<file path="src/rtl/abs_diff_sad.sv">
// abs_diff_sad: multi-channel |a-b| engine that accumulates a sum of absolute differences per block.
// Define ABS_DIFF_SAD_PEAK_EN to add the per-block peak |a-b| output.
module abs_diff_sad #(
  parameter int unsigned WIDTH     = 8,
  parameter int unsigned CHANNELS  = 4,
  parameter int unsigned BLOCK_LEN = 16,
  parameter int unsigned SIGNED    = 0,
  localparam int unsigned SSW = WIDTH + $clog2(CHANNELS),
  localparam int unsigned SW  = SSW + $clog2(BLOCK_LEN),
  localparam int unsigned BCW = $clog2(BLOCK_LEN)
) (
  input  logic                      clk,
  input  logic                      rst_n,
  input  logic                      clear,
  input  logic                      in_valid,
  output logic                      in_ready,
  input  logic [CHANNELS*WIDTH-1:0] a,
  input  logic [CHANNELS*WIDTH-1:0] b,
  output logic                      out_valid,
  input  logic                      out_ready,
  output logic [SW-1:0]             sad,
  output logic [BCW-1:0]            beat_cnt
`ifdef ABS_DIFF_SAD_PEAK_EN
  ,
  output logic [WIDTH-1:0]          peak
`endif
);

  localparam logic [BCW-1:0] LAST = BCW'(BLOCK_LEN - 1);

  logic                 stall, accept;
  logic                 v1_q, v1_d, v2_q, v2_d, ov_q, ov_d;
  logic [WIDTH-1:0]     d_q [CHANNELS];
  logic [WIDTH-1:0]     d_d [CHANNELS];
  logic [SSW-1:0]       s_q, s_d, sum_c;
  logic [SW-1:0]        acc_q, acc_d, sad_q, sad_d, total_c;
  logic [BCW-1:0]       cnt_q, cnt_d;
`ifdef ABS_DIFF_SAD_PEAK_EN
  logic [WIDTH-1:0]     mx_q, mx_d, bmax_c, run_q, run_d, peak_q, peak_d, runmax_c;
`endif

  // Difference at WIDTH+1 bits; magnitude always fits in WIDTH bits.
  function automatic logic [WIDTH-1:0] absdiff(input logic [WIDTH-1:0] x, input logic [WIDTH-1:0] y);
    logic [WIDTH:0] df;
    logic           sx, sy;
    sx = (SIGNED != 0) ? x[WIDTH-1] : 1'b0;
    sy = (SIGNED != 0) ? y[WIDTH-1] : 1'b0;
    df = {sx, x} - {sy, y};
    if (df[WIDTH]) df = -df;
    return df[WIDTH-1:0];
  endfunction

  assign stall    = ov_q && !out_ready;
  assign in_ready = !clear && !stall;
  assign accept   = in_valid && in_ready;
  assign total_c  = acc_q + SW'(s_q);

  // Cross-channel reduction of the stage-1 magnitudes.
  always_comb begin
    sum_c = '0;
    for (int k = 0; k < int'(CHANNELS); k++) sum_c = sum_c + SSW'(d_q[k]);
`ifdef ABS_DIFF_SAD_PEAK_EN
    bmax_c = '0;
    for (int k = 0; k < int'(CHANNELS); k++) if (d_q[k] > bmax_c) bmax_c = d_q[k];
`endif
  end

`ifdef ABS_DIFF_SAD_PEAK_EN
  assign runmax_c = (mx_q > run_q) ? mx_q : run_q;
`endif

  // Next state: clear wins, stall freezes everything, otherwise the pipe advances.
  always_comb begin
    v1_d  = v1_q;
    d_d   = d_q;
    v2_d  = v2_q;
    s_d   = s_q;
    acc_d = acc_q;
    cnt_d = cnt_q;
    ov_d  = ov_q;
    sad_d = sad_q;
`ifdef ABS_DIFF_SAD_PEAK_EN
    mx_d   = mx_q;
    run_d  = run_q;
    peak_d = peak_q;
`endif
    if (clear) begin
      v1_d  = 1'b0;
      v2_d  = 1'b0;
      acc_d = '0;
      cnt_d = '0;
      ov_d  = 1'b0;
`ifdef ABS_DIFF_SAD_PEAK_EN
      run_d = '0;
`endif
    end else if (!stall) begin
      v1_d = accept;
      for (int k = 0; k < int'(CHANNELS); k++)
        d_d[k] = absdiff(a[k*WIDTH +: WIDTH], b[k*WIDTH +: WIDTH]);
      v2_d = v1_q;
      s_d  = sum_c;
      ov_d = 1'b0;
`ifdef ABS_DIFF_SAD_PEAK_EN
      mx_d = bmax_c;
`endif
      if (v2_q) begin
        if (cnt_q == LAST) begin
          sad_d = total_c;
          ov_d  = 1'b1;
          acc_d = '0;
          cnt_d = '0;
`ifdef ABS_DIFF_SAD_PEAK_EN
          peak_d = runmax_c;
          run_d  = '0;
`endif
        end else begin
          acc_d = total_c;
          cnt_d = cnt_q + BCW'(1);
`ifdef ABS_DIFF_SAD_PEAK_EN
          run_d = runmax_c;
`endif
        end
      end
    end
  end

  always_ff @(posedge clk or negedge rst_n) begin
    if (!rst_n) begin
      v1_q  <= 1'b0;
      d_q   <= '{default: '0};
      v2_q  <= 1'b0;
      s_q   <= '0;
      acc_q <= '0;
      cnt_q <= '0;
      ov_q  <= 1'b0;
      sad_q <= '0;
`ifdef ABS_DIFF_SAD_PEAK_EN
      mx_q   <= '0;
      run_q  <= '0;
      peak_q <= '0;
`endif
    end else begin
      v1_q  <= v1_d;
      d_q   <= d_d;
      v2_q  <= v2_d;
      s_q   <= s_d;
      acc_q <= acc_d;
      cnt_q <= cnt_d;
      ov_q  <= ov_d;
      sad_q <= sad_d;
`ifdef ABS_DIFF_SAD_PEAK_EN
      mx_q   <= mx_d;
      run_q  <= run_d;
      peak_q <= peak_d;
`endif
    end
  end

  assign out_valid = ov_q;
  assign sad       = sad_q;
  assign beat_cnt  = cnt_q;
`ifdef ABS_DIFF_SAD_PEAK_EN
  assign peak      = peak_q;
`endif

endmodule

</file>
<file path="config.mk">
export PLATFORM = sky130hd
export DESIGN_NAME = abs_diff_sad
export DESIGN_NICKNAME = d
export VERILOG_FILES = /design/src/rtl/abs_diff_sad.sv
export SDC_FILE = /design/constraint.sdc
export NUM_CORES = 1
export LEC_CHECK = 0
export BUFFER_PORTS_ARGS = -buffer_cell sky130_fd_sc_hd__buf_2
export CORE_MARGIN = 3
export CORE_UTILIZATION = 45
export CTS_CLUSTER_SIZE = 12
export DETAILED_ROUTE_END_ITERATION = 10
export GPL_TIMING_DRIVEN = 0
export MAX_ROUTING_LAYER = met4
export PLACE_DENSITY_LB_ADDON = 0.15
export SETUP_SLACK_MARGIN = 0.5
export SYNTH_ARGS = -nofsm -noshare
export SYNTH_HDL_FRONTEND = slang
export SYNTH_SLANG_ARGS = --single-unit
</file>
<file path="constraint.sdc">
create_clock -name clk -period 4 [get_ports clk]
set_input_delay 0.2 -clock clk [delete_from_list [all_inputs] [get_ports clk]]
set_output_delay 0.2 -clock clk [all_outputs]
set_load 0.01 [all_outputs]
</file>
==> Yosys cells after proc, flatten, opt, wreduce, memory -nomap -nowiden <==
Cells that the tools add are included.
{ "op_classes": {"n_addsub": 13, "n_eq_ne": 2, "mux": 20, "bitwise": 2, "reduce_logical": 10} }
{ "ops": {"columns": ["operator", "n"], "rows": [
  ["14-bit two-way mux", 4],
  ["8-bit by 8-bit subtractor with 9-bit output", 4],
  ["8-bit two-way mux", 4],
  ["8-bit negation", 4],
  ["4-bit two-way mux", 4],
  ["14-bit by 10-bit adder with 14-bit output", 1],
  ["10-bit by 8-bit adder with 10-bit output", 1],
  ["9-bit by 8-bit adder with 10-bit output", 1],
  ["8-bit by 8-bit adder with 9-bit output", 1],
  ["1-bit two-way mux", 8],
  ["4-bit by 1-bit adder with 4-bit output, second input constant", 1],
  ["4-bit equality test, second input constant", 1],
  ["2-bit AND reduction", 2],
  ["4-bit AND reduction", 1],
  ["1-bit logical AND", 3],
  ["1-bit logical NOT", 3],
  ["2-bit != test, second input constant", 1],
  ["1-bit inverter", 2],
  ["2-bit nonzero test", 1]
]} }
{ "totals": {"regBits": 77, "input_bits": 69, "out_inout_bits": 20, "elab_cells": 58} }

==> Logic depth before layout (Yosys ltp) <==
{ "logic_depth": {"word_depth": 7, "depth_mapped": 13, "depth_no_buf": 13} }

==> Least setup slack after synthesis <==
No wires, ideal clock.
{ "synth_timing": {"path_kind": "reg-to-reg", "start": "reg d_q[1] (netlist name)", "end": "reg s_q[9]", "setup_time_ps": 133, "arrival_ps": 2897, "t_required_ps": 3867, "setup_slack_ps": 970, "path_stages_with_launch": 14, "n_path_buf": 0, "period_less_slack_ps": 3030, "path_cell_list": "dfrtp_1 > inv_1 > fa_1 > inv_1 > fa_1 > ha_1 > fa_1 > a21o_1 > a21oi_1 > o21bai_1 > a21oi_1 > o21bai_1 > a21oi_1 > o21ai_0"} }
{ "synth_via": {"elab_chain_cells": 1} }
{ "synth_lines": {"columns": ["element", "line_no", "source"], "rows": [
  ["from (decl)", "33", "logic [WIDTH-1:0] d_q [CHANNELS];"],
  ["from (signal assigned)", "130", "d_q <= '{default: '0};"],
  ["from (signal assigned)", "144", "d_q <= d_d;"],
  ["10-bit by 8-bit adder with 10-bit output", "61", "for (int k = 0; k < int'(CHANNELS); k++) sum_c = sum_c + SSW'(d_q[k]);"],
  ["to (signal assigned)", "132", "s_q <= '0;"],
  ["to (signal assigned)", "146", "s_q <= s_d;"],
  ["to (decl)", "35", "logic [SSW-1:0] s_q, s_d, sum_c;"]
]} }
Every way passes these cells.
A chain may end at the register's enable or synchronous reset.

==> Worst setup path after layout <==
Ends and elaborated chain as after synthesis.

==> metrics.cfg <==
[drt]
post_drt_wl_per_cell_um = 13.4
drc = 0
drt.antenna.violating_nets = 0
routed_wl_um = 12900
vias = 4937
drtIter0Drc = 229
viasPerCell = 5.12
drtPass1Iterations = 4

[pwr]
p_leak_nw = 3.50
irDropWorstVdd_mv = 0.272
cellPowerDensity_mw_per_mm2 = 541
power_w = 0.00383

[timing]
max_freq_mhz = 307
finalMaxSlewViolations = 0
relSlewSlack_pct = 55.6
hold_viol = 0
setup_viol = 0
fin_tns_setup_ns = 0
finalCriticalPeriod_ns = 3.25
period_share_pct = 81.3
fin_skew_ns = 0.00586
worstMarginPinSlew_ns = 0.662
rsz0062_at_grt = no

[logic_synthesis]
netlist_area_mm2 = 0.00608
avgSynthCellArea_um2 = 8.83
yosys.area_share.adder_pct = 18.4
syn_nets = 835
synth_top_family_by_area = compound AO/OA/AOI/OAI gates
synthFlopType = dfrtp_1
synth-compound-area-share_pct = 19.3
synthCells = 689
synth_mux_area_share_pct = 2.26
synth_edf_count = 0
synthSimpleGateAreaFrac_pct = 14.4
synth_cell_type_count = 54
ys_ff_latch = 77
yosysSeqAreaShare_pct = 31.7
yosys.area_share.xor_xnor_pct = 7.78
ys_warn_count = 0
async_flop_share_pct = 100

[finish]
final_core_util_pct = 54.7
area_growth_pct = 16.4
drive_above_1_share_pct = 16.0
antenna-diode-count = 0
fin_nets = 935

[clock_network]
cts.path.max_buffers = 2
cts.sinks = 77
cts_tree = built
cts_buffers = 9
path_clk_slew_ns = 0.06
htree_levels = 3
cts-root-buf = clkbuf_16
clk_latency_ns = 0.34

[floorplan]
dieArea_mm2 = 0.0149
die_x_um = 122
initial_core_util_pct = 47.0
core_area_mm2 = 0.0129
io_pins = 89
die_h_um = 122
rows = 41

[critical_path]
arrival_ns = 3.46
timing_worst_setup_path_type = flop to flop
endpoint_kind = flop
reg2reg_to = s_q[9]
worst-endpoint-required_ns = 4.20
reg2reg_depth = 13
worstReg2RegStart = d_q[1]
crit_path_max_fanout = 2
cp-start-kind = flop
r2r_slack_ns = 0.75

[min_path]
holdPathEnd = v1_q
hold_start = in_valid
worst_hold_path_type = input pin to flop
min_path_cells = 3

[global_route]
grt-ovfl-total = 0
grt_max_degree = 45
grt_usage_pct = 18.8
antenna_found_initial = 0
grt_pass1_wl_um = 22100
grt_pass1_vias = 4821

[placement]
io_buffer_count = 87
post-dp-hpwl_um = 10400
gp_congestion = 0.881

[status]
outcome = complete, no violations

[flow_run]
cap_violations = 0

## routing by layer
layer  vias up  wire length, µm  GRT usage (%)
li1       2539                -              -
met1      2313             5880           23.6
met2        68             6460           31.6
met3        17              342           2.72
met4         0              199           5.53
met5         -                0              -
## registers in the layout (all words and copies together), names as in the netlist
| signal | count |
|---|---|
| acc_q | 14 |
| beat_cnt | 4 |
| d_q | 32 |
| out_valid | 1 |
| s_q | 10 |
| sad | 14 |
| v1_q | 1 |
| v2_q | 1 |
## synth_stat cells, drive strengths merged (9+ instances only)
master  count  area [µm²]
nand2      82         308
ha         56         701
nor2       32         120
xor2       21         184
clkbuf     14        52.6
o21a        9        67.6
nand2b     14        87.6
a21oi      39         203
dfrtp      77        1930
nand3      11        55.1
xnor2      33         289
inv        82         308
nor2b      10        62.6
fa         21         420
nor3       10        55.1
o21ai      74         370
## through the flow
step	instances	worst slack, ns	cell area [µm²]	hold WS (ns)
6_report	965	0.746	7080	0.117
5_1_grt	965	0.556	7080	0.138
4_1_cts	965	0.677	7070	0.118
3_5_place_dp	949	0.691	6760	0.186
3_3_place_gp	948	0.742	6730	0.456
2_1_floorplan	689	0.970	6080	-0.0956
## final cells by class
type                            instances  area [µm²]
Fill cell                            1234        5850
Multi-Input combinational cell        512        3780
Sequential cell                        77        1930
Timing Repair Buffer                   89         475
Inverter                               82         308
Clock buffer                           11         253
Tap cell                              172         215
Buffer                                 18        68.8
Clock inverter                          4        47.5
## repair_timing
item / 4_1_cts / 5_1_grt
buffers inserted: 0 / 0
hold endpoints to repair: 33 / 0
resized for setup: 0 / 1
endpoints found under the setup margin: 0 / 1
hold buffers: 1 / 0
## placed cells by master, fill, tap and decap left out, drive strengths merged, types with 8 or more instances in the layout
master	Yosys	layout
o21a	9	9
nand2	82	82
o211ai	8	8
inv	82	82
nor2	32	32
xor2	21	21
clkbuf	14	25
o21ai	74	74
xnor2	33	33
dfrtp	77	77
nand2b	14	14
ha	56	56
fa	21	21
a21oi	39	39
nor2b	10	10
nand3	11	11
nor3	10	10
buf	4	92
## worst max path at each step
stage,from,to,slack [ns]
floorplan,d_q[1],s_q[9],0.97
finish,d_q[1],s_q[9],0.75
CTS,d_q[1],s_q[9],0.68
global route,d_q[1],s_q[9],0.56
detailed placement,d_q[1],s_q[9],0.69
global placement,d_q[1],s_q[9],0.74
## critical path, cell delays in order, from the launching register on
cell and delay, ns:
dfrtp_1 0.34, inv_1 0.08, fa_1 0.53, inv_1 0.05, fa_1 0.46, ha_1 0.25
fa_1 0.41, a21o_1 0.18, a21oi_1 0.21, o21bai_1 0.10, a21oi_2 0.19, o21bai_1 0.08
a21oi_1 0.15, o21ai_0 0.08
## report_power, final
| part | leakage [nW] | switching, W | internal (W) | total [W] |
|---|---|---|---|---|
| registers | 0.977 | 0.000112 | 0.000944 | 0.00106 |
| clock network | 0.147 | 0.000317 | 0.000511 | 0.000828 |
| logic | 2.38 | 0.00104 | 0.000902 | 0.00195 |
| total | 3.50 | 0.00147 | 0.00236 | 0.00383 |
## cells by family after synthesis
kind of cell               count (synthesis)
and+or+nand+nor                          186
AOI/OAI and AO/OA                        182
buffers and inverters                    100
adders and majority gates                 77
DFF                                       77
xor gates and xnor gates                  54
muxes                                     13
Power figures use the tool's default switching activity.
